$ cat src/rtl/axis_slip_decoder_pkg.sv
// SLIP framing constants and decoder state type shared by the deframer files.
package slip_pkg;

    localparam logic [7:0] SLIP_END     = 8'hC0;
    localparam logic [7:0] SLIP_ESC     = 8'hDB;
    localparam logic [7:0] SLIP_ESC_END = 8'hDC;
    localparam logic [7:0] SLIP_ESC_ESC = 8'hDD;

    typedef enum logic {
        ST_NORMAL,
        ST_ESCAPED
    } slip_state_t;

endpackage

$ cat src/rtl/axis_slip_decoder_if.sv
// AXI-Stream style channel bundle; DATA_W is 16 on the UART side and 8 on the packet side.
interface axis_slip_decoder_if #(
    parameter int DATA_W = 8
);

    logic [DATA_W-1:0] tdata;
    logic              tuser;
    logic              tlast;
    logic              tvalid;
    logic              tready;

    modport master (
        output tdata,
        output tuser,
        output tlast,
        output tvalid,
        input  tready
    );

    modport slave (
        input  tdata,
        input  tuser,
        input  tlast,
        input  tvalid,
        output tready
    );

endinterface

$ cat src/rtl/axis_slip_decoder_out_reg.sv
// Single-entry output register for the SLIP deframer; its ready feeds straight back upstream.
module axis_slip_out_reg (
    input  logic                aclk,
    input  logic                aresetn,
    input  logic                i_push,
    input  logic [7:0]          i_data,
    input  logic                i_last,
    input  logic                i_user,
    output logic                o_ready,
    axis_slip_decoder_if.master m_axis
);

    logic       r_vld;
    logic [7:0] r_data;
    logic       r_last;
    logic       r_user;

    // A push is only ever issued while o_ready is high, so a stalled beat is never overwritten.
    always_ff @(posedge aclk) begin
        if (!aresetn) begin
            r_vld  <= 1'b0;
            r_data <= 8'h00;
            r_last <= 1'b0;
            r_user <= 1'b0;
        end else if (i_push) begin
            r_vld  <= 1'b1;
            r_data <= i_data;
            r_last <= i_last;
            r_user <= i_user;
        end else if (m_axis.tready) begin
            r_vld  <= 1'b0;
        end
    end

    assign o_ready       = ~r_vld | m_axis.tready;
    assign m_axis.tvalid = r_vld;
    assign m_axis.tdata  = r_data;
    assign m_axis.tlast  = r_last;
    assign m_axis.tuser  = r_user;

endmodule

$ cat src/rtl/axis_slip_decoder.sv
// SLIP (RFC 1055) deframer: unescapes UART bytes into tlast-delimited packets with an error flag.
// Optional statistics counters are built only when SLIP_DECODER_STATS_EN is defined.
module axis_slip_decoder
    import slip_pkg::*;
#(
    parameter int MAX_FRAME_LEN = 1024,
    parameter int CNT_WIDTH     = 16
) (
    input  logic                 aclk,
    input  logic                 aresetn,
    axis_slip_decoder_if.slave   s_axis,
    axis_slip_decoder_if.master  m_axis,
    output logic [CNT_WIDTH-1:0] frame_count,
    output logic [CNT_WIDTH-1:0] error_count
);

    localparam int LEN_W = $clog2(MAX_FRAME_LEN + 1);

    slip_state_t      r_state;
    slip_state_t      w_state_nxt;
    logic             r_hold_vld;
    logic [7:0]       r_hold_byte;
    logic             r_err;
    logic [LEN_W-1:0] r_len;

    logic             w_ready;
    logic             w_acc;
    logic [7:0]       w_byte;
    logic             w_is_data;
    logic             w_is_end;
    logic             w_esc_err;
    logic [7:0]       w_data;
    logic             w_overlen;
    logic             w_load;
    logic             w_err_now;
    logic             w_push;
    logic             w_unused;

    assign w_byte        = s_axis.tdata[7:0];
    assign w_acc         = s_axis.tvalid & w_ready;
    assign s_axis.tready = w_ready;
    assign w_unused      = ^{s_axis.tdata, s_axis.tlast};

    always_ff @(posedge aclk) begin
        if (!aresetn) begin
            r_state <= ST_NORMAL;
        end else begin
            r_state <= w_state_nxt;
        end
    end

    always_comb begin
        w_state_nxt = r_state;
        if (w_acc) begin
            case (r_state)
                ST_NORMAL:  if (w_byte == SLIP_ESC) w_state_nxt = ST_ESCAPED;
                ST_ESCAPED: w_state_nxt = ST_NORMAL;
                default:    w_state_nxt = ST_NORMAL;
            endcase
        end
    end

    // Classify the accepted symbol; an escape followed by END still closes the frame.
    always_comb begin
        w_is_data = 1'b0;
        w_is_end  = 1'b0;
        w_esc_err = 1'b0;
        w_data    = w_byte;
        if (w_acc) begin
            case (r_state)
                ST_NORMAL: begin
                    if (w_byte == SLIP_END) begin
                        w_is_end = 1'b1;
                    end else if (w_byte != SLIP_ESC) begin
                        w_is_data = 1'b1;
                    end
                end
                ST_ESCAPED: begin
                    if (w_byte == SLIP_ESC_END) begin
                        w_is_data = 1'b1;
                        w_data    = SLIP_END;
                    end else if (w_byte == SLIP_ESC_ESC) begin
                        w_is_data = 1'b1;
                        w_data    = SLIP_ESC;
                    end else if (w_byte == SLIP_END) begin
                        w_is_end  = 1'b1;
                        w_esc_err = 1'b1;
                    end else begin
                        w_esc_err = 1'b1;
                    end
                end
                default: ;
            endcase
        end
    end

    assign w_overlen = w_is_data & (r_len == LEN_W'(MAX_FRAME_LEN));
    assign w_load    = w_is_data & ~w_overlen;
    assign w_err_now = r_err | w_esc_err | (w_acc & s_axis.tuser) | w_overlen;
    assign w_push    = r_hold_vld & (w_load | w_is_end);

    // The hold register delays each byte until the next symbol tells us whether it ends the frame.
    always_ff @(posedge aclk) begin
        if (!aresetn) begin
            r_hold_vld  <= 1'b0;
            r_hold_byte <= 8'h00;
            r_err       <= 1'b0;
            r_len       <= '0;
        end else if (w_is_end) begin
            r_hold_vld  <= 1'b0;
            r_err       <= 1'b0;
            r_len       <= '0;
        end else begin
            r_err <= w_err_now;
            if (w_load) begin
                r_hold_vld  <= 1'b1;
                r_hold_byte <= w_data;
                r_len       <= r_len + LEN_W'(1);
            end
        end
    end

    axis_slip_out_reg u_out_reg (
        .aclk    (aclk),
        .aresetn (aresetn),
        .i_push  (w_push),
        .i_data  (r_hold_byte),
        .i_last  (w_is_end),
        .i_user  (w_is_end & w_err_now),
        .o_ready (w_ready),
        .m_axis  (m_axis)
    );

`ifdef SLIP_DECODER_STATS_EN
    logic [CNT_WIDTH-1:0] r_frame_cnt;
    logic [CNT_WIDTH-1:0] r_error_cnt;

    // Errored empty frames count as errors even though nothing is emitted for them.
    always_ff @(posedge aclk) begin
        if (!aresetn) begin
            r_frame_cnt <= '0;
            r_error_cnt <= '0;
        end else if (w_is_end) begin
            if (w_err_now) begin
                r_error_cnt <= r_error_cnt + CNT_WIDTH'(1);
            end else if (r_hold_vld) begin
                r_frame_cnt <= r_frame_cnt + CNT_WIDTH'(1);
            end
        end
    end

    assign frame_count = r_frame_cnt;
    assign error_count = r_error_cnt;
`else
    assign frame_count = '0;
    assign error_count = '0;
`endif

endmodule
$ cat src/flat_wrapper.sv
// flat-port wrapper written by rule: the top's interface ports become plain ports
module axis_slip_decoder_flat import slip_pkg::*;
#(
    parameter int MAX_FRAME_LEN = 1024,
    parameter int CNT_WIDTH     = 16
)
  (aclk, aresetn, frame_count, error_count, s_axis_tdata, s_axis_tuser, s_axis_tlast, s_axis_tvalid, s_axis_tready, m_axis_tdata, m_axis_tuser, m_axis_tlast, m_axis_tvalid, m_axis_tready);
  axis_slip_decoder_if s_axis_i ();
  axis_slip_decoder_if m_axis_i ();
  input  logic aclk;
  input  logic aresetn;
  output logic [CNT_WIDTH-1:0] frame_count;
  output logic [CNT_WIDTH-1:0] error_count;
  input wire logic [$bits(s_axis_i.tdata)-1:0] s_axis_tdata;
  input wire logic [$bits(s_axis_i.tuser)-1:0] s_axis_tuser;
  input wire logic [$bits(s_axis_i.tlast)-1:0] s_axis_tlast;
  input wire logic [$bits(s_axis_i.tvalid)-1:0] s_axis_tvalid;
  output wire logic [$bits(s_axis_i.tready)-1:0] s_axis_tready;
  output wire logic [$bits(m_axis_i.tdata)-1:0] m_axis_tdata;
  output wire logic [$bits(m_axis_i.tuser)-1:0] m_axis_tuser;
  output wire logic [$bits(m_axis_i.tlast)-1:0] m_axis_tlast;
  output wire logic [$bits(m_axis_i.tvalid)-1:0] m_axis_tvalid;
  input wire logic [$bits(m_axis_i.tready)-1:0] m_axis_tready;
  assign s_axis_i.tdata = s_axis_tdata;
  assign s_axis_i.tuser = s_axis_tuser;
  assign s_axis_i.tlast = s_axis_tlast;
  assign s_axis_i.tvalid = s_axis_tvalid;
  assign s_axis_tready = s_axis_i.tready;
  assign m_axis_tdata = m_axis_i.tdata;
  assign m_axis_tuser = m_axis_i.tuser;
  assign m_axis_tlast = m_axis_i.tlast;
  assign m_axis_tvalid = m_axis_i.tvalid;
  assign m_axis_i.tready = m_axis_tready;
  axis_slip_decoder #(.MAX_FRAME_LEN(MAX_FRAME_LEN), .CNT_WIDTH(CNT_WIDTH)) u_core (.aclk(aclk), .aresetn(aresetn), .s_axis(s_axis_i), .m_axis(m_axis_i), .frame_count(frame_count), .error_count(error_count));
endmodule
$ cat config.mk
export PLATFORM = sky130hd
export DESIGN_NAME = axis_slip_decoder_flat
export DESIGN_NICKNAME = d
export VERILOG_FILES = /design/src/rtl/axis_slip_decoder_pkg.sv /design/src/rtl/axis_slip_decoder_if.sv /design/src/rtl/axis_slip_decoder_out_reg.sv /design/src/rtl/axis_slip_decoder.sv /design/src/flat_wrapper.sv
export SDC_FILE = /design/constraint.sdc
export NUM_CORES = 1
export LEC_CHECK = 0
export CAP_MARGIN = 20
export CORE_UTILIZATION = 47
export CTS_BUF_LIST = sky130_fd_sc_hd__clkbuf_8
export CTS_CLUSTER_SIZE = 10
export DETAILED_ROUTE_END_ITERATION = 8
export PLACE_DENSITY = 0.86
export SLEW_MARGIN = 20
export SYNTH_ARGS = -nofsm -noshare
export SYNTH_HDL_FRONTEND = slang
export SYNTH_SLANG_ARGS = --single-unit
export TNS_END_PERCENT = 50
$ cat constraint.sdc
create_clock -name aclk -period 2.3 [get_ports aclk]
set_input_delay 0.575 -clock aclk [delete_from_list [all_inputs] [get_ports aclk]]
set_output_delay 0.575 -clock aclk [all_outputs]
set_load 0.02 [all_outputs]
==> impl_table.tex, run 1 <==
\begin{tabular}{lr}
\hline
Metric & Value \\
\hline
\multicolumn{2}{l}{\textbf{Final layout}} \\
\quad Most frequent standard cell in the layout excluding fill and tap cells & sky130\_fd\_sc\_hd\_\_nand2\_1 \\
\quad Ant diodes & 0 \\
\quad Area growth from synthesis to layout & 24.40\% \\
\quad Fin nets & 277 \\
\quad Share of post-route cells with drive strength above 1 & 14.89\% \\
\quad Most used cells in the layout excluding fill and tap cells & 34 x sky130\_fd\_sc\_hd\_\_nand2\_1, 33 x sky130\_fd\_sc\_hd\_\_dfxtp\_1, 32 x sky130\_fd\_sc\_hd\_\_conb\_1, 24 x sky130\_fd\_sc\_hd\_\_buf\_4, 21 x sky130\_fd\_sc\_hd\_\_clkdlybuf4s50\_1 \\
\multicolumn{2}{l}{\textbf{Drt}} \\
\quad Sum of routed wire length over all layers & between 3000 and 4000 um \\
\quad First-pass iteration count of the detailed router & 4 \\
\quad Number of DRC violations after detailed routing & 0 \\
\quad Number of design-rule violations left by the first detailed-router iteration & just over 90 \\
\quad Per-cell via count in the routed design & roughly 5 \\
\quad Via count & approximately 1500 \\
\quad Wirelength per Cell & 11.56 um \\
\quad Post-detailed-route count of antenna-violating nets & 0 \\
\multicolumn{2}{l}{\textbf{Clock network}} \\
\quad Number of sinks on the clock net & 33 \\
\quad Max H-tree Level & 2 \\
\quad Insertion delay of the later-clocked pin in the worst-skew pair & 0.28 ns \\
\quad Buffer levels on the longest clock path & 2 \\
\quad Clock-pin slew on the worst setup and hold paths & approximately 0.060 ns \\
\quad CTS tree & done \\
\quad CTS buffer count & 5 \\
\quad CTS root buf & sky130\_fd\_sc\_hd\_\_clkbuf\_8 \\
\quad Hold buffers post-CTS & 0 \\
\multicolumn{2}{l}{\textbf{Timing}} \\
\quad Final worst setup slack & 0.06648 ns \\
\quad RSZ-0062 raised after global routing & true \\
\quad Total setup violations reported at the end of the flow & 0 \\
\quad Final clock skew & 0.004064 ns \\
\quad Aggregate negative setup slack & 0 ns \\
\quad Maximum achievable frequency & 447.7 MHz \\
\quad Fraction of the cycle the final worst path needs & 97.11\% \\
\quad Number of failing hold endpoints at the final stage & 0 \\
\quad Final critical path time including I/O delays and setup & $\sim$2.2 ns \\
\quad Max-slew violation count & 0 \\
\multicolumn{2}{l}{\textbf{Logic synthesis}} \\
\quad Top FF cell, synth & sky130\_fd\_sc\_hd\_\_dfxtp\_1 \\
\quad Cell Area, Synth & about 0.0018 mm2 \\
\quad Gate Count Post-Synth & roughly 210 \\
\quad Fraction of the yosys area taken by sequential cells & $\sim$37\% \\
\quad Share of flip-flops with an asynchronous set or reset after synthesis & 0\% \\
\quad Avg Cell Area, Syn & 8.314 um2 \\
\quad Yosys warning total & 0 \\
\quad Yosys reg bits & 33 \\
\quad Count of flip-flops with a built-in enable after synthesis & 0 \\
\quad Unique masters post-synth & 39 \\
\multicolumn{2}{l}{\textbf{Worst setup path}} \\
\quad Critical path arrival & 2.44 ns \\
\quad CP Max Fanout & 7 \\
\quad Crit path largest cell delay & about 0.42 ns \\
\quad Crit path from & s\_axis\_tdata[2] \\
\quad Worst setup path class & input pin to flip-flop \\
\quad Critical Path Slowest Stage Cell & sky130\_fd\_sc\_hd\_\_clkdlybuf4s50\_1 \\
\quad R2R setup slack & about 0.35 ns \\
\quad Reg-to-reg startpoint & u\_core.r\_len[0] \\
\quad Worst R2R Path Depth & 6 \\
\quad Reg-to-Reg End & u\_core.r\_len[6] \\
\quad Kind of end point of the critical path & flip-flop \\
\quad Capture point of the worst path & u\_core.u\_out\_reg.m\_axis.tdata[4] \\
\quad Type of origin of the critical path & input pin \\
\quad List of cells traversed by the critical path & clkdlybuf4s50\_1 > buf\_4 > and4bb\_2 > o21ai\_1 > and4b\_2 > a21oi\_4 > buf\_6 > mux2i\_1 \\
\quad Endpoint required time on the critical path & between 2 and 3 ns \\
\multicolumn{2}{l}{\textbf{Floorplanning}} \\
\quad Horizontal extent of the die & approximately 64 um \\
\quad Std-Cell Rows & 21 \\
\quad Placeable core region & 0.003468 mm2 \\
\quad Die Outline Area & 0.004035 mm2 \\
\quad Effective utilization at floorplan & 51.30\% \\
\quad Count of boundary I/O pins & 58 \\
\quad Vertical die dimension & 63.53 um \\
\multicolumn{2}{l}{\textbf{Global routing}} \\
\quad Grt ovf & 0 \\
\quad Vias in the first global route & between 1000 and 1500 \\
\quad Global router's overall resource usage & 19.26\% \\
\quad Initial antenna violation count & 0 \\
\quad Maximum number of pins on one net before global-route repair & 20 \\
\quad Global-route wire length before repair & 6058 um \\
\multicolumn{2}{l}{\textbf{Pwr}} \\
\quad Power density over the cells & 546.4 mW/mm2 \\
\quad Total power draw & between 1 and 1.5 mW \\
\quad Maximum VDD drop & 195.8 uV \\
\quad Leakage power & between 0.9 and 1 nW \\
\multicolumn{2}{l}{\textbf{Run status}} \\
\quad Status & finished clean \\
\multicolumn{2}{l}{\textbf{Flow run}} \\
\quad Maximum capacitance violations & 0 \\
\multicolumn{2}{l}{\textbf{Placed design}} \\
\quad Routability-driven placement congestion ratio & 0.8762 \\
\quad Setup Slack @ Placement & -0.3186 ns \\
\quad Detail Placement HPWL & roughly 2700 um \\
\quad Number of buffers inserted by port buffering & 24 \\
\multicolumn{2}{l}{\textbf{Hold path}} \\
\quad Worst Hold Class & flip-flop to flip-flop \\
\hline
\end{tabular}
-- worst max-delay path, delay by kind of cell --
family	cells	cell delay (ns)
AND/OR/NAND/NOR	2	0.64
multiplexers	1	0.19
buffers and inverters	3	0.72
AO/OA/AOI/OAI	2	0.30
-- flip-flops by register name, indices dropped and copies added, names as in the netlist --
name                            cells
u_core.r_err                        1
u_core.u_out_reg.m_axis.tlast       1
u_core.r_len                       11
u_core.r_hold_vld                   1
u_core.r_hold_byte                  8
u_core.u_out_reg.m_axis.tuser       1
u_core.u_out_reg.m_axis.tvalid      1
u_core.u_out_reg.m_axis.tdata       8
u_core.r_state                      1
-- synth_stat cells (4+ instances only) --
master	instances	area share, %
sky130_fd_sc_hd__buf_4	35	15
sky130_fd_sc_hd__nand2_1	34	7.2
sky130_fd_sc_hd__dfxtp_1	33	37
sky130_fd_sc_hd__a21oi_1	17	4.8
sky130_fd_sc_hd__nor2_1	11	2.3
sky130_fd_sc_hd__inv_1	9	1.9
sky130_fd_sc_hd__mux2i_1	8	4.5
sky130_fd_sc_hd__xnor2_1	6	3.0
sky130_fd_sc_hd__clkbuf_1	5	1.1
sky130_fd_sc_hd__nand3_1	5	1.4
sky130_fd_sc_hd__nor4_1	4	1.4
sky130_fd_sc_hd__o21ai_0	4	1.1
-- layout make-up --
| cell class | instances | area, um2 |
|---|---|---|
| inverters | 9 | 33.78 |
| multi-input cells | 163 | 943.4 |
| repair buffers | 49 | 435.4 |
| well taps | 46 | 57.56 |
| clock buffers | 5 | 68.82 |
| fillers | 292 | 1255 |
| clock inverters | 3 | 13.76 |
| flip-flops and latches | 33 | 660.6 |
-- worst min-delay path by stage --
| stage | to | slack, ns | cells after the start | startpoint |
|---|---|---|---|---|
| final | u_core.r_hold_byte[3] | 0.45 | 2 | u_core.r_hold_byte[3] |
| after global routing | u_core.u_out_reg.m_axis.tdata[5] | 0.49 | 2 | u_core.u_out_reg.m_axis.tdata[5] |
| after CTS | u_core.r_hold_byte[3] | 0.45 | 2 | u_core.r_hold_byte[3] |
| after detailed placement | u_core.r_hold_byte[3] | 0.45 | 2 | u_core.r_hold_byte[3] |
| after global placement | u_core.r_hold_byte[3] | 0.44 | 2 | u_core.r_hold_byte[3] |
| after floorplan | u_core.r_hold_byte[2] | 0.43 | 2 | u_core.r_hold_byte[2] |
-- repair_timing --
item,in CTS,in global routing
cloned,0,0
resized for setup,3,6
endpoints found under the setup margin,6,11
pin swaps,0,2
buffers inserted,0,0
-- through the flow --
| stage | hold WS, ns | instances | utilization [%] | area (um2) |
|---|---|---|---|---|
| global route | 0.4877 | 308 | 63.82 | 2213 |
| global placement | 0.4391 | 300 | 60.53 | 2100 |
| CTS | 0.4540 | 308 | 63.06 | 2187 |
| finish | 0.4522 | 308 | 63.82 | 2213 |
| floorplan | 0.4321 | 245 | - | 1896 |
| detailed placement | 0.4466 | 300 | 60.53 | 2100 |
-- layer usage --
layer	wire length [um]	global-route usage (%)	part of all wire [%]	up-vias
met5	0	0	0	-
met4	67	11.08	1.9	0
met3	198	3.442	5.6	5
met2	1783	32.45	50	57
met1	1511	22.69	42	710
li1	-	-	-	765
-- cells by family (layout without fill, tap and decap cells) --
family | count (synthesis) | count (layout) | share of synthesized area, %
flip-flops | 33 | 33 | 37.13
buffers and inverters | 49 | 66 | 17.72
other | 1 | 32 | 0.2108
XOR/XNOR | 6 | 6 | 2.954
adder cells (fa/ha/maj) | 2 | 2 | 1.406
multiplexers | 8 | 8 | 4.501
AO/OA/AOI/OAI | 34 | 34 | 11.32
AND/OR/NAND/NOR | 81 | 81 | 24.75
-- power by group --
group | internal (mW) | switching [mW] | total (mW)
sequential | 0.591 | 0.0147 | 0.605
clock | 0.205 | 0.201 | 0.406
combinational | 0.0783 | 0.120 | 0.198
total | 0.874 | 0.335 | 1.21
No activity file was read; power rests on OpenSTA's default activity.
==> run 2, diff against run 1 <==
Settings changed: CORE_UTILIZATION 47 to 59, DONT_BUFFER_PORTS set to 1, PLACE_DENSITY 0.86 to 0.83.
Clock period 2.3 ns to 1.95 ns, I/O delays scaled along.
==> impl_table.tex, run 2 (same netlist as run 1, synthesis figures left out) <==
\begin{tabular}{lr}
\hline
Metric & Value \\
\hline
\multicolumn{2}{l}{\textbf{Run status}} \\
\quad Status & finished, violations left \\
\quad Violated checks & design-rule violations \\
\multicolumn{2}{l}{\textbf{Drt}} \\
\quad Number of DRC violations after detailed routing & 17 (+17) \\
\quad Post-detailed-route count of antenna-violating nets & 0 (unchanged) \\
\quad Wirelength per Cell & 13.20 um (+14\%) \\
\quad Via count & 1426 (-7.2\%) \\
\quad Per-cell via count in the routed design & 5.506 (+10\%) \\
\quad Sum of routed wire length over all layers & 3419 um (-4.0\%) \\
\quad First-pass iteration count of the detailed router & 6 (+2) \\
\quad Number of design-rule violations left by the first detailed-router iteration & 60 (-34\%) \\
\multicolumn{2}{l}{\textbf{Pwr}} \\
\quad Total power draw & 1.544 mW (+28\%) \\
\quad Leakage power & 0.7882 nW (-15\%) \\
\quad Power density over the cells & 812.1 mW/mm2 (+49\%) \\
\quad Maximum VDD drop & 493.8 uV (+150\%) \\
\multicolumn{2}{l}{\textbf{Global routing}} \\
\quad Maximum number of pins on one net before global-route repair & 21 (+5.0\%) \\
\quad Global-route wire length before repair & 5644 um (-6.8\%) \\
\quad Vias in the first global route & 1288 (-9.9\%) \\
\quad Initial antenna violation count & 0 (unchanged) \\
\quad Grt ovf & 0 (unchanged) \\
\quad Global router's overall resource usage & 22.24\% (+3.0 points) \\
\multicolumn{2}{l}{\textbf{Floorplanning}} \\
\quad Vertical die dimension & 56.92 um (-10\%) \\
\quad Std-Cell Rows & 19 (-9.5\%) \\
\quad Placeable core region & 0.002805 mm2 (-19\%) \\
\quad Count of boundary I/O pins & 58 (unchanged) \\
\quad Effective utilization at floorplan & 63.43\% (+12 points) \\
\quad Horizontal extent of the die & 56.92 um (-10\%) \\
\quad Die Outline Area & 0.003239 mm2 (-20\%) \\
\multicolumn{2}{l}{\textbf{Worst setup path}} \\
\quad Type of origin of the critical path & flip-flop \\
\quad CP Max Fanout & 10 (+3) \\
\quad Capture point of the worst path & u\_core.u\_out\_reg.m\_axis.tdata[5] \\
\quad Crit path largest cell delay & 0.37 ns (-0.05 ns) \\
\quad Kind of end point of the critical path & flip-flop \\
\quad Reg-to-reg startpoint & u\_core.r\_len[7] \\
\quad Reg-to-Reg End & u\_core.u\_out\_reg.m\_axis.tdata[5] \\
\quad List of cells traversed by the critical path & nor4b\_1 > nand4b\_1 > and4b\_1 > a21oi\_1 > buf\_12 > mux2i\_1 \\
\quad Critical path arrival & 2.08 ns (-0.36 ns) \\
\quad Crit path from & u\_core.r\_len[7] \\
\quad Worst setup path class & flip-flop to flip-flop \\
\quad Worst R2R Path Depth & 6 (unchanged) \\
\quad R2R setup slack & 0.09 ns (-0.26 ns) \\
\quad Critical Path Slowest Stage Cell & sky130\_fd\_sc\_hd\_\_nor4b\_1 \\
\quad Endpoint required time on the critical path & 2.16 ns (-0.35 ns) \\
\multicolumn{2}{l}{\textbf{Placed design}} \\
\quad Setup Slack @ Placement & -0.04076 ns (+0.2779 ns) \\
\quad Routability-driven placement congestion ratio & 0.8414 (-4.0\%) \\
\quad Placed cell count & 251 (-16\%) \\
\quad Number of buffers inserted by port buffering & 0 (-100\%) \\
\quad Cell area after placement & 0.001778 mm2 (-15\%) \\
\quad Detail Placement HPWL & 2435 um (-9.2\%) \\
\multicolumn{2}{l}{\textbf{Final layout}} \\
\quad Most frequent standard cell in the layout excluding fill and tap cells & sky130\_fd\_sc\_hd\_\_nand2\_1 \\
\quad Register with the highest flop count & u\_core.r\_len \\
\quad Final cell count without fillers & 259 (-16\%) \\
\quad Area growth from synthesis to layout & 6.892\% \\
\quad Post-route cell area & 0.001902 mm2 (-14\%) \\
\quad Share of post-route cells with drive strength above 1 & 12.28\% (-2.6 points) \\
\quad Most used cells in the layout excluding fill and tap cells & 34 x sky130\_fd\_sc\_hd\_\_nand2\_1, 33 x sky130\_fd\_sc\_hd\_\_dfxtp\_1, 32 x sky130\_fd\_sc\_hd\_\_conb\_1, 17 x sky130\_fd\_sc\_hd\_\_a21oi\_1, 14 x sky130\_fd\_sc\_hd\_\_buf\_4 \\
\quad Core occupancy in the finished layout & 67.80\% (+4.0 points) \\
\quad Fin nets & 243 (-12\%) \\
\quad Max reg flops & 11 (unchanged) \\
\quad Ant diodes & 0 (unchanged) \\
\multicolumn{2}{l}{\textbf{Timing}} \\
\quad Fraction of the cycle the final worst path needs & 95.54\% \\
\quad RSZ-0062 raised after global routing & false \\
\quad Final clock skew & 0.002568 ns (-0.001497 ns) \\
\quad Final worst setup slack & 0.08690 ns (+0.02042 ns) \\
\quad Total setup violations reported at the end of the flow & 0 (unchanged) \\
\quad Maximum achievable frequency & about 540 MHz \\
\quad Aggregate negative setup slack & 0 ns (unchanged) \\
\quad Final critical path time including I/O delays and setup & roughly 1.9 ns \\
\quad Number of failing hold endpoints at the final stage & 0 (unchanged) \\
\quad Max-slew violation count & 0 (unchanged) \\
\quad Final hold slack & 0.3371 ns (-0.1151 ns) \\
\multicolumn{2}{l}{\textbf{Clock network}} \\
\quad Insertion delay of the later-clocked pin in the worst-skew pair & 0.28 ns (about the same) \\
\quad Clock-pin slew on the worst setup and hold paths & 0.07 ns (about the same) \\
\quad Number of sinks on the clock net & 33 (unchanged) \\
\quad Buffer levels on the longest clock path & 2 (unchanged) \\
\quad CTS buffer count & 5 (unchanged) \\
\quad Max H-tree Level & 2 (unchanged) \\
\quad CTS tree & done \\
\quad CTS root buf & sky130\_fd\_sc\_hd\_\_clkbuf\_8 \\
\multicolumn{2}{l}{\textbf{Flow run}} \\
\quad Maximum capacitance violations & 0 (unchanged) \\
\multicolumn{2}{l}{\textbf{Hold path}} \\
\quad Worst Hold Class & input pin to flip-flop \\
\hline
\end{tabular}
-- run 2: cell types whose count changed in the layout (fill, tap and decap cells not counted), moves of 2 or more --
| cell | previous run | this run |
|---|---|---|
| sky130_fd_sc_hd__clkdlybuf4s50_1 | 21 | 0 |
| sky130_fd_sc_hd__buf_4 | 24 | 14 |
| sky130_fd_sc_hd__clkinv_2 | 2 | 0 |
| sky130_fd_sc_hd__dlymetal6s2s_1 | 2 | 0 |
-- run 2: how the worst min path moves through the flow --
stage	start	endpoint	slack, ns	cells past startpoint
6_report	s_axis_tdata[0]	u_core.r_hold_byte[0]	0.34	2
5_1_grt	s_axis_tdata[0]	u_core.r_hold_byte[0]	0.33	2
2_1_floorplan	u_core.r_hold_byte[2]	u_core.r_hold_byte[2]	0.43	2
3_5_place_dp	u_core.r_hold_byte[3]	u_core.r_hold_byte[3]	0.45	2
4_1_cts	s_axis_tdata[0]	u_core.r_hold_byte[0]	0.33	2
3_3_place_gp	u_core.r_hold_byte[3]	u_core.r_hold_byte[3]	0.44	2
-- run 2: layout make-up --
cell class                      count  area [um2]
Clock buffer                        6       82.58
Clock inverter                      2       33.78
Fill cell                         230       903.4
Inverter                            9       33.78
Multi-Input combinational cell    163       927.1
Sequential cell                    33       660.6
Tap cell                           31       38.79
Timing Repair Buffer               15       125.1
-- run 2: report_power, final --
group / total, mW / switching (mW) / internal, mW
sequential: 0.714 / 0.0171 / 0.697
combinational: 0.174 / 0.119 / 0.0546
clock: 0.657 / 0.246 / 0.411
total: 1.54 / 0.382 / 1.16
-- run 2: repair_timing --
action | in CTS | in global routing
setup buffers | 0 | 0
endpoints found under the setup margin | 0 | 1
endpoints found under the hold margin | 0 | 0
hold buffers | 0 | 0
resized for setup | 0 | 2
-- run 2: critical path: cells and delay by family (launching register included) --
kind,cells,cell delay (ns)
AOI/OAI and AO/OA,1,0.29
and+or+nand+nor,3,0.81
buffers and inverters,1,0.18
DFF,1,0.34
muxes,1,0.18
-- run 2: layer usage --
metal	routed length (um)	share of wire, %	track usage (%)
met5	0	0	0
met4	42	1.2	7.317
met3	215	6.3	8.065
met2	1697	50	35.97
met1	1464	43	27.51
==> run 3, diff against run 2 <==
Settings changed: CORE_MARGIN set to 2.
==> impl_table.tex, run 3 (same netlist as run 1, synthesis figures left out) <==
\begin{tabular}{lr}
\hline
Metric & Value \\
\hline
\multicolumn{2}{l}{\textbf{Worst setup path}} \\
\quad List of cells traversed by the critical path & ha\_1 > nand3\_2 > or4\_1 > or3\_1 > xnor2\_1 > nor2b\_1 \\
\quad Critical path arrival & 1.99 ns (-0.09 ns) \\
\quad Kind of end point of the critical path & flip-flop \\
\quad Endpoint required time on the critical path & 2.12 ns (-0.04 ns) \\
\quad Worst setup path class & flip-flop to flip-flop \\
\quad Type of origin of the critical path & flip-flop \\
\quad R2R setup slack & 0.12 ns (+0.04 ns) \\
\quad CP Max Fanout & 3 (-7) \\
\quad Top cell family by delay on the critical path & simple AND/OR/NAND/NOR gates \\
\quad Total buffers and inverters traversed by the critical path & 0 (-1) \\
\quad Critical Path Slowest Stage Cell & sky130\_fd\_sc\_hd\_\_or4\_1 \\
\quad Crit path largest cell delay & 0.46 ns (+0.09 ns) \\
\multicolumn{2}{l}{\textbf{Global routing}} \\
\quad Vias in the first global route & 1247 (-3.2\%) \\
\quad Maximum number of pins on one net before global-route repair & 21 (unchanged) \\
\quad Global-route wire length before repair & 5478 um (-2.9\%) \\
\quad Grt ovf & 0 (unchanged) \\
\quad Global router's overall resource usage & 21.20\% (-1.0 points) \\
\quad Initial antenna violation count & 0 (unchanged) \\
\multicolumn{2}{l}{\textbf{Drt}} \\
\quad Number of DRC violations after detailed routing & 6 (-11) \\
\quad Sum of routed wire length over all layers & 3399 um (-0.58\%) \\
\quad First-pass iteration count of the detailed router & 7 (+1) \\
\quad Via count & 1433 (+0.49\%) \\
\quad Post-detailed-route count of antenna-violating nets & 0 (unchanged) \\
\quad Number of design-rule violations left by the first detailed-router iteration & 92 (+53\%) \\
\quad Per-cell via count in the routed design & 5.449 (-1.0\%) \\
\quad Wirelength per Cell & 12.92 um (-2.1\%) \\
\multicolumn{2}{l}{\textbf{Clock network}} \\
\quad Number of sinks on the clock net & 33 (unchanged) \\
\quad Insertion delay of the later-clocked pin in the worst-skew pair & 0.29 ns (about the same) \\
\quad Max H-tree Level & 2 (unchanged) \\
\quad Buffer levels on the longest clock path & 2 (unchanged) \\
\quad Clock-pin slew on the worst setup and hold paths & 0.07 ns (about the same) \\
\quad CTS buffer count & 5 (unchanged) \\
\quad CTS root buf & sky130\_fd\_sc\_hd\_\_clkbuf\_8 \\
\quad CTS tree & done \\
\multicolumn{2}{l}{\textbf{Timing}} \\
\quad Fraction of the cycle the final worst path needs & 93.68\% (-1.9 points) \\
\quad RSZ-0062 raised after global routing & false \\
\quad Final hold slack & 0.3300 ns (-0.007043 ns) \\
\quad Maximum achievable frequency & 547.4 MHz (+2.0\%) \\
\quad Final clock skew & 0.004114 ns (+0.001547 ns) \\
\quad Aggregate negative setup slack & 0 ns (unchanged) \\
\quad Final critical path time including I/O delays and setup & 1.827 ns (-0.03638 ns) \\
\quad Number of failing hold endpoints at the final stage & 0 (unchanged) \\
\quad Max-slew violation count & 0 (unchanged) \\
\quad Total setup violations reported at the end of the flow & 0 (unchanged) \\
\multicolumn{2}{l}{\textbf{Pwr}} \\
\quad Power density over the cells & 730.7 mW/mm2 (-10\%) \\
\quad Part of the power in registers & 51.9\% (+5.7 points) \\
\quad Net Switching & 0.3815 mW (-0.14\%) \\
\quad Maximum VDD drop & 432.1 uV (-12\%) \\
\quad Total internal power & 0.9945 mW (-14\%) \\
\quad Clock network fraction of total power & 35.4\% (-7.1 points) \\
\quad Fraction of power consumed by combinational cells & 12.7\% (+1.4 points) \\
\quad Leakage power & 0.7894 nW (+0.15\%) \\
\quad Switch share & 27.73\% (+3.0 points) \\
\multicolumn{2}{l}{\textbf{Flow run}} \\
\quad Maximum capacitance violations & 0 (unchanged) \\
\multicolumn{2}{l}{\textbf{Placed design}} \\
\quad Placed cell count & 253 (+0.80\%) \\
\quad Cell area after placement & 0.001780 mm2 (+0.14\%) \\
\quad Number of buffers inserted by port buffering & 0 (unchanged) \\
\quad Detail Placement HPWL & 2555 um (+5.0\%) \\
\quad Routability-driven placement congestion ratio & 0.8553 (+1.7\%) \\
\multicolumn{2}{l}{\textbf{Final layout}} \\
\quad Area growth from synthesis to layout & 5.837\% \\
\quad Final cell count without fillers & 263 (+1.5\%) \\
\quad Fin nets & 247 (+1.6\%) \\
\quad Share of post-route cells with drive strength above 1 & 13.36\% (+1.1 points) \\
\quad Max reg flops & 11 (unchanged) \\
\quad Most used cells in the layout excluding fill and tap cells & 34 x sky130\_fd\_sc\_hd\_\_nand2\_1, 33 x sky130\_fd\_sc\_hd\_\_dfxtp\_1, 32 x sky130\_fd\_sc\_hd\_\_conb\_1, 19 x sky130\_fd\_sc\_hd\_\_buf\_4, 17 x sky130\_fd\_sc\_hd\_\_a21oi\_1 \\
\quad Most frequent standard cell in the layout excluding fill and tap cells & sky130\_fd\_sc\_hd\_\_nand2\_1 \\
\quad Post-route cell area & 0.001883 mm2 (-0.99\%) \\
\quad Register with the highest flop count & u\_core.r\_len \\
\quad Ant diodes & 0 (unchanged) \\
\multicolumn{2}{l}{\textbf{Floorplanning}} \\
\quad Std-Cell Rows & 19 (unchanged) \\
\quad Vertical die dimension & 58.92 um (+3.5\%) \\
\quad Horizontal extent of the die & 58.92 um (+3.5\%) \\
\quad Die Outline Area & 0.003471 mm2 (+7.2\%) \\
\quad Placeable core region & 0.002805 mm2 (unchanged) \\
\quad Effective utilization at floorplan & 63.43\% (unchanged) \\
\quad Count of boundary I/O pins & 58 (unchanged) \\
\multicolumn{2}{l}{\textbf{Run status}} \\
\quad Status & finished, violations left \\
\quad Violated checks & design-rule violations \\
\multicolumn{2}{l}{\textbf{Hold path}} \\
\quad Worst Hold Class & input pin to flip-flop \\
\hline
\end{tabular}
==> run 3: repair_timing <==
action	CTS	global route
hold buffers	0	0
buffers inserted	0	2
gates resized for setup	0	1
endpoints found under the setup margin	0	11
==> run 3: area by class of cell <==
| cell class | instances | area (um2) |
|---|---|---|
| timing repair buffer | 19 | 142.6 |
| clock inverter | 3 | 13.76 |
| multi-input combinational | 163 | 924.6 |
| inverter | 9 | 33.78 |
| clock buffer | 5 | 68.82 |
| fill | 242 | 922.1 |
| sequential | 33 | 660.6 |
| tap | 31 | 38.79 |
==> run 3: worst paths after layout <==
check | endpoint | start | depth (start not counted)
worst max-delay path | u_core.r_len[6] | u_core.r_len[0] | 6
worst min-delay path | u_core.r_hold_byte[7] | s_axis_tdata[7] | 2
worst max register to register | u_core.r_len[6] | u_core.r_len[0] | 6
worst min register to register | u_core.r_hold_byte[2] | u_core.r_hold_byte[2] | 2
==> run 3: per-layer routing <==
metal  wire length (um)  vias to the layer above  GRT usage (%)
met5                  0                        -              0
met3                235                        7          5.495
met2               1600                       61          32.38
met1               1482                      657          26.51
met4                 80                        0          13.31
li1                   -                      708              -
==> run 3: worst reg2reg max path: stages, from the launching register on <==
cell and delay, ns:
sky130_fd_sc_hd__dfxtp_1 0.34, sky130_fd_sc_hd__ha_1 0.21, sky130_fd_sc_hd__nand3_2 0.11, sky130_fd_sc_hd__or4_1 0.46, sky130_fd_sc_hd__or3_1 0.33, sky130_fd_sc_hd__xnor2_1 0.12, sky130_fd_sc_hd__nor2b_1 0.13
==> run 3: stage by stage <==
step / util [%] / power [mW] / setup slack [ns]
floorplan: - / 0.9146 / -0.004548
global placement: 63.47 / 0.8959 / -0.02859
detailed placement: 63.47 / 0.9018 / -0.05411
CTS: 66.41 / 1.383 / 0.02786
global route: 67.13 / 1.435 / 0.02572
finish: 67.13 / 1.376 / 0.1233
==> run 3: power groups by stage <==
stage / logic [mW] / clock network, mW / registers [mW]
3_5_place_dp: 0.173 / 0 / 0.729
4_1_cts: 0.174 / 0.495 / 0.714
3_3_place_gp: 0.169 / 0 / 0.727
5_1_grt: 0.191 / 0.528 / 0.716
2_1_floorplan: 0.185 / 0 / 0.730
6_report: 0.175 / 0.486 / 0.714
